### src/rtl/regfile_pkg.sv
// Shared widths and write-back FSM encoding for the register file write-back path.
package regfile_pkg;

  localparam int unsigned DATA_W = 16;
  localparam int unsigned ADDR_W = 4;
  localparam int unsigned HI_REG = 15;

  typedef enum logic [1:0] {
    IDLE  = 2'd0,
    WR_LO = 2'd1,
    WR_HI = 2'd2
  } wb_state_t;

endpackage

### src/rtl/wb_scoreboard.sv
// Busy scoreboard for pending mul/div destinations, with decode queries and a sticky WAW flag.
module wb_scoreboard #(
  parameter int unsigned ADDR_W = regfile_pkg::ADDR_W,
  parameter int unsigned HI_REG = regfile_pkg::HI_REG
) (
  input  logic              clk,
  input  logic              rst,
  input  logic              set_en,
  input  logic [ADDR_W-1:0] set_reg,
  input  logic              clr_lo,
  input  logic [ADDR_W-1:0] clr_lo_reg,
  input  logic              clr_hi,
  input  logic [ADDR_W-1:0] q_reg1,
  input  logic [ADDR_W-1:0] q_reg2,
  output logic              hazard1,
  output logic              hazard2,
  input  logic              chk_en,
  input  logic [ADDR_W-1:0] chk_reg,
  output logic              err_waw
);

  localparam int unsigned NREG = 1 << ADDR_W;

  logic [NREG-1:0] busy;
  logic [NREG-1:0] set_mask;
  logic [NREG-1:0] clr_mask;

  // Issue marks Rd and HI; set masks are applied after clears so a set always wins.
  always_comb begin
    set_mask = '0;
    clr_mask = '0;
    if (set_en) begin
      set_mask[set_reg]           = 1'b1;
      set_mask[ADDR_W'(HI_REG)]   = 1'b1;
    end
    if (clr_lo) clr_mask[clr_lo_reg]        = 1'b1;
    if (clr_hi) clr_mask[ADDR_W'(HI_REG)]   = 1'b1;
  end

  always_ff @(posedge clk) begin
    if (rst) begin
      busy <= '0;
    end else begin
      busy <= (busy & ~clr_mask) | set_mask;
    end
  end

  always_ff @(posedge clk) begin
    if (rst) begin
      err_waw <= 1'b0;
    end else if (chk_en && busy[chk_reg]) begin
      err_waw <= 1'b1;
    end
  end

  assign hazard1 = busy[q_reg1];
  assign hazard2 = busy[q_reg2];

endmodule

### src/rtl/regfile_wb_scheduler.sv
// Write-back scheduler: arbitrates the single register file write port between ALU and mul/div results.
module regfile_wb_scheduler
  import regfile_pkg::*;
#(
  parameter int unsigned DATA_W    = regfile_pkg::DATA_W,
  parameter int unsigned ADDR_W    = regfile_pkg::ADDR_W,
  parameter int unsigned HI_REG    = regfile_pkg::HI_REG,
  parameter int unsigned MAX_DEFER = 2
) (
  input  logic                clk,
  input  logic                rst,
  input  logic                alu_valid,
  input  logic [ADDR_W-1:0]   alu_reg,
  input  logic [DATA_W-1:0]   alu_data,
  output logic                alu_stall,
  input  logic                md_issue,
  input  logic [ADDR_W-1:0]   md_issue_reg,
  input  logic                md_valid,
  output logic                md_ready,
  input  logic [ADDR_W-1:0]   md_reg,
  input  logic [2*DATA_W-1:0] md_data,
  input  logic [ADDR_W-1:0]   q_reg1,
  input  logic [ADDR_W-1:0]   q_reg2,
  output logic                hazard1,
  output logic                hazard2,
  output logic                rf_we,
  output logic [ADDR_W-1:0]   rf_waddr,
  output logic [DATA_W-1:0]   rf_wdata,
  output logic                err_waw
);

  localparam int unsigned CNT_W = (MAX_DEFER < 1) ? 1 : $clog2(MAX_DEFER + 1);

  wb_state_t           state;
  wb_state_t           state_n;
  logic [CNT_W-1:0]    defer_cnt;
  logic [CNT_W-1:0]    defer_cnt_n;
  logic [ADDR_W-1:0]   hold_reg;
  logic [2*DATA_W-1:0] hold_data;

  logic                pending;
  logic                defer_max;
  logic                md_commit;
  logic                alu_commit;
  logic                accept;
  logic                we_n;
  logic [ADDR_W-1:0]   waddr_n;
  logic [DATA_W-1:0]   wdata_n;

  assign pending    = (state != IDLE);
  assign defer_max  = (defer_cnt == CNT_W'(MAX_DEFER));
  assign md_commit  = pending && (!alu_valid || defer_max);
  assign alu_commit = alu_valid && !md_commit;
  assign md_ready   = (state == IDLE);
  assign accept     = md_valid && md_ready;
  assign alu_stall  = alu_valid && md_commit && !rst;

  always_ff @(posedge clk) begin
    if (rst) begin
      state     <= IDLE;
      defer_cnt <= '0;
    end else begin
      state     <= state_n;
      defer_cnt <= defer_cnt_n;
    end
  end

  // Next state, defer count and the winning write for this cycle.
  always_comb begin
    state_n     = state;
    defer_cnt_n = defer_cnt;
    we_n        = 1'b0;
    waddr_n     = rf_waddr;
    wdata_n     = rf_wdata;

    case (state)
      IDLE:    if (accept)    state_n = WR_LO;
      WR_LO:   if (md_commit) state_n = WR_HI;
      WR_HI:   if (md_commit) state_n = IDLE;
      default:                state_n = IDLE;
    endcase

    if (md_commit) begin
      we_n        = 1'b1;
      defer_cnt_n = '0;
      if (state == WR_LO) begin
        waddr_n = hold_reg;
        wdata_n = hold_data[DATA_W-1:0];
      end else begin
        waddr_n = ADDR_W'(HI_REG);
        wdata_n = hold_data[2*DATA_W-1:DATA_W];
      end
    end else if (alu_commit) begin
      we_n    = 1'b1;
      waddr_n = alu_reg;
      wdata_n = alu_data;
      if (pending) defer_cnt_n = defer_cnt + CNT_W'(1);
    end
  end

  always_ff @(posedge clk) begin
    if (rst) begin
      hold_reg  <= '0;
      hold_data <= '0;
    end else if (accept) begin
      hold_reg  <= md_reg;
      hold_data <= md_data;
    end
  end

  always_ff @(posedge clk) begin
    if (rst) begin
      rf_we    <= 1'b0;
      rf_waddr <= '0;
      rf_wdata <= '0;
    end else begin
      rf_we    <= we_n;
      rf_waddr <= waddr_n;
      rf_wdata <= wdata_n;
    end
  end

  wb_scoreboard #(
    .ADDR_W (ADDR_W),
    .HI_REG (HI_REG)
  ) u_scoreboard (
    .clk        (clk),
    .rst        (rst),
    .set_en     (md_issue),
    .set_reg    (md_issue_reg),
    .clr_lo     (md_commit && (state == WR_LO)),
    .clr_lo_reg (hold_reg),
    .clr_hi     (md_commit && (state == WR_HI)),
    .q_reg1     (q_reg1),
    .q_reg2     (q_reg2),
    .hazard1    (hazard1),
    .hazard2    (hazard2),
    .chk_en     (alu_commit),
    .chk_reg    (alu_reg),
    .err_waw    (err_waw)
  );

endmodule

### config.mk
export PLATFORM = sky130hd
export DESIGN_NAME = regfile_wb_scheduler
export DESIGN_NICKNAME = d
export VERILOG_FILES = /design/src/rtl/regfile_pkg.sv /design/src/rtl/wb_scoreboard.sv /design/src/rtl/regfile_wb_scheduler.sv
export SDC_FILE = /design/constraint.sdc
export NUM_CORES = 1
export LEC_CHECK = 0
export CORE_UTILIZATION = 48
export CTS_CLUSTER_DIAMETER = 80
export DETAILED_ROUTE_END_ITERATION = 7
export PLACE_DENSITY = 0.8
export SLEW_MARGIN = 10
export SYNTH_ARGS = -nofsm -noshare
export SYNTH_HDL_FRONTEND = slang
export SYNTH_SLANG_ARGS = --single-unit
### constraint.sdc
create_clock -name clk -period 1.7 [get_ports clk]
set_input_delay 0.34 -clock clk [delete_from_list [all_inputs] [get_ports clk]]
set_output_delay 0.34 -clock clk [all_outputs]
set_load 0.02 [all_outputs]
; After elaboration in Yosys (flattened, before gate mapping)
; Cells that the tools add are included.
[totals]
regBits = 78
input_bits = 73
output_inout_bits = 26
word_cells = 71
[op_classes]
n_addsub = 1
magnitude_cmp = 7
eq_ne = 6
muxes = 25
bitwise_logic = 3
n_reduce_logical = 20
[op_table]
columns = cell, count
row1 = two-way mux 16 bit, 5
row2 = "< comparator 4 x 5 -> 1 bit, second input constant", 5
row3 = bitwise AND 16 bit, 1
row4 = NOT 16 bit, 1
row5 = bitwise OR 16 bit, 1
row6 = binary-select mux 1 bit (select 4 bit), 3
row7 = two-way mux 4 bit, 3
row8 = logical AND 1 bit, 10
row9 = demux 1 bit (select 4 bit), 2
row10 = ">= comparator 4 x 1 -> 1 bit, second input constant", 2
row11 = two-way mux 1 bit, 8
row12 = two-way mux 2 bit, 3
row13 = one-hot mux 2 bit (3 select lines), 1
row14 = "equality test 2 bit, second input constant", 2
row15 = "!= test 2 bit, second input constant", 2
row16 = nonzero test 2 bit, 2
row17 = logical NOT 1 bit, 3
row18 = AND reduction 3 bit, 1
row19 = "adder 2 x 1 -> 2 bit, second input constant", 1
row20 = "equality test 2 x 1 -> 1 bit, second input constant", 1
row21 = logical NOT 2 bit, 1
row22 = "!= test 2 x 1 -> 1 bit, second input constant", 1
row23 = AND reduction 2 bit, 1
row24 = OR reduction 2 bit, 1
row25 = logical OR 1 bit, 1

; Logic depth before layout (Yosys ltp)
[logic_depth]
word_depth = 9
mapped_depth = 8
mapped_depth_nobuf = 6

; By module
; A second synthesis with hierarchy kept.
[hier_totals]
hier_cells = 437
hier_area_um2 = 3739.8
[modules_own_cells]
columns = module, n_inst, cells_per_inst, area_per_inst_um2
row1 = regfile_wb_scheduler, 1, 329, 2653.8
row2 = wb_scoreboard, 1, 108, 1086.0

; Least setup slack after synthesis
; OpenSTA, ideal clock, no wires.
[synth_path]
path_type = input to output
from = input q_reg1[0]
to = output hazard1
arrival_ps = 1394
slack_ps = -34
path_stages = 2
path_cell_list = mux4_1 -> mux4_2
[synth_via]
elab_chain_cells = 2
[synth_rtl]
columns = element, line
row1 = "start, declared", regfile_wb_scheduler.sv:22  ; input logic [ADDR_W-1:0] q_reg1,
row2 = binary-select mux 1 bit (select 4 bit), wb_scoreboard.sv:56  ; assign hazard1 = busy[q_reg1];
row3 = two-way mux 1 bit (implied by the code), wb_scoreboard.sv:56
row4 = "end, declared", regfile_wb_scheduler.sv:24  ; output logic hazard1,
; Every way passes these cells. The select of a mux whose other input is x is not followed.

; Worst setup path in the final report
[layout_path]
from = register u_scoreboard.busy[13]
to = output hazard1
[layout_via]
elab_chain_cells = 2
[layout_rtl]
columns = element, line
row1 = "start, declared", wb_scoreboard.sv:24  ; logic [NREG-1:0] busy;
row2 = "start signal, assigned", wb_scoreboard.sv:44  ; busy <= (busy & ~clr_mask) | set_mask;
row3 = binary-select mux 1 bit (select 4 bit), wb_scoreboard.sv:56
row4 = two-way mux 1 bit (implied by the code), wb_scoreboard.sv:56
; Every way passes these cells. The select of a mux whose other input is x is not followed.

==> flow_summary.ini <==
[detailed_routing]
drt-total-wl_um = 10800
drcViolationCount = 0
maxUsedRoutingLayer = met4
firstDrtPassIters = 5
ant_nets = 0
vias = 3772
met2_length_um = 5140
drt-initial-drc-count = 357
wl_per_cell_um = 16.0
wl_met1_um = 4470
dr_wl_met3_um = 885
vias_per_cell = 5.59

[floorplan]
floorplan.rows = 31
core_um2 = 7250
dieHeight_um = 88.8
die_w_um = 88.8
die-area_um2 = 7880
ios = 99
initial_core_util = 0.498

[place]
place_congestion = 0.940
placed_cells = 659
hpwlAfterDp_um = 7670
numPortBuffers = 98
pre_cts_slack_ns = -1.24

[critical_path]
cp-start-kind = register
arrival_ns = 1.82
path_class = reg2out
required_ns = 1.36
r2r-start = defer_cnt[0]
r2r_cells = 6
startpoint = u_scoreboard.busy[13]
crit_fanout = 3
cp-end-kind = output port

[finish]
fin_util = 0.717
layout.nets = 645
largest_reg_flops = 32
synthToLayoutAreaGrowth_pct = 44.0
final-instance-count-excl-fill = 675
top_register = hold_data
drive_gt1_frac = 0.175
top_regs = hold_data x32, rf_wdata x16, u_scoreboard.busy x16
num_antenna_cells = 0

[timing]
min_period_ns = 2.16
clock-skew-final_ns = 0.00740
setup_viol = 2
hold_violations = 0
slew_violations = 0
rsz0062_at_grt = yes
worstMarginPinSlew_ns = 0.854
period_share = 1.27
fin_ws_ns = -0.465
fmax_mhz = 462
relSlewSlack = 0.431
fin_tns_setup_ns = -0.897

[worst_hold_path]
hold_start = hold_data[19]
hp-class = reg2reg
whs_path_depth = 2

[global_routing]
grt_pass1_vias = 3605
grt_max_degree = 79
grt_overflow = 0
grt_util_all_layers = 0.284
antenna_found_initial = 0
grt_first_pass_wirelength_um = 16800

[logic_synthesis]
avgSynthCellArea_um2 = 7.96
mappedNetlistArea_um2 = 3610
seq_area_frac_synth = 0.432
yosys_warnings = 0
synth.distinct_cells = 36
syn-num-nets = 528
ys_ff_latch = 78
netlist_instances = 454

[pwr]
ir_drop_v = 0.000479
p_leak_nw = 2.02
power_density_nw_per_um2 = 895
power_mw = 4.66

[clock_tree]
h-tree-depth = 3
ctsHoldBuffers = 0
cts_tree = done
cts_buffers = 9
ctsRootBufferMaster = clkbuf_8
clock_path_buffers = 2
worst_setup_hold_path_clk_slew_ns = 0.08
cts.sinks = 78
clkLatencyLatePin_ns = 0.35
post_cts_buffers = 0

[status]
violations = setup timing
status = complete, but fails checks

[job]
cap_viol_max_count = 0
cell usage after synthesis, drive strengths merged:
library cell | instances | area (um^2)
a2111oi | 16 | 143
a21bo | 1 | 10.0
a21oi | 69 | 345
a22oi | 1 | 7.51
a2bb2oi | 1 | 8.76
a31oi | 1 | 6.26
and2 | 2 | 12.5
and3 | 1 | 6.26
buf | 15 | 91.3
clkbuf | 15 | 56.3
dfxtp | 78 | 1560
ha | 1 | 12.5
inv | 8 | 30.0
mux2i | 5 | 50.1
mux4 | 12 | 300
nand2 | 112 | 423
nand2b | 1 | 6.26
nand3 | 3 | 15.0
nand4 | 4 | 25.0
nor2 | 55 | 209
nor2b | 5 | 31.3
nor3 | 5 | 25.0
nor3b | 2 | 15.0
o2111ai | 1 | 8.76
o211ai | 1 | 7.51
o21ai | 32 | 164
o22ai | 4 | 25.0
or3 | 3 | 18.8
cell families (layout without fill, tap and decap cells):
kind of cell / after synthesis / in the layout / synth area share
AO/OA/AOI/OAI: 127 / 127 / 0.201
adder cells (fa/ha/maj): 1 / 1 / 0.00346
buffers and inverters: 38 / 160 / 0.0491
flip-flops: 78 / 78 / 0.432
multiplexers: 17 / 17 / 0.0969
AND/OR/NAND/NOR: 193 / 193 / 0.218
stage by stage:
step,hold WS (ns),cell area (um^2)
detailed placement,0.444,4850
CTS,0.454,5110
global placement,0.438,4850
global route,0.469,5200
floorplan,0.430,3580
finish,0.453,5200
repair_timing:
action                                  4_1_cts  5_1_grt
resized for setup                            36       35
endpoints found under the setup margin       11       44
pin swaps                                     0        1
power breakdown:
part	total [mW]	switching, mW	internal (mW)	leakage, nW
sequential	2.02	0.0761	1.95	0.645
combinational	0.931	0.473	0.458	1.26
clock	1.70	0.685	1.02	0.120
worst max-delay path, stage by stage, from the launching register on:
cell     delay, ns
dfxtp_1       0.34
mux4_2        0.48
mux4_2        0.50
buf_6         0.15
cells in the final DEF, fill, tap and decap left out, types with 2 or more instances in the layout:
cell             instances
a2111oi_2               10
o21ai_0                 30
mux4_2                  12
or3_1                    3
inv_1                    6
buf_4                   37
dfxtp_2                  9
clkbuf_8                10
and2_1                   2
bufinv_16                3
nor3_1                   5
nor2_1                  54
nand4_1                  4
mux2i_1                  5
nand3_1                  3
o22ai_1                  4
clkdlybuf4s50_1         83
inv_2                    2
nand2_1                111
buf_2                    2
a2111oi_1                3
a2111oi_0                3
buf_12                   2
a21oi_1                 69
dlymetal6s2s_1           6
nor2b_1                  4
clkdlybuf4s15_2          2
dlygate4sd2_1            2
dfxtp_1                 69
cell type report:
cell class | count | area, um^2
timing repair buffer | 136 | 1290
clock buffer | 11 | 141
inverter | 8 | 30.0
clock inverter | 5 | 106
multi-input combinational | 338 | 1940
fill | 565 | 2050
tap | 99 | 124
sequential | 78 | 1570
path summary, 6_finish.rpt:
path / end / slack (ns)
worst max-delay path: hazard1 / -0.46
worst min-delay path: hold_data[19] / 0.45
worst max register to register: rf_wdata[12] / 0.08
worst min register to register: hold_data[19] / 0.45
routing by layer:
metal,global-route usage,vias to the layer above
li1,-,1800
met1,0.351,1746
met2,0.466,184
met3,0.0662,42
met4,0.138,0
met5,0,-
Power figures use the tool's default switching activity.
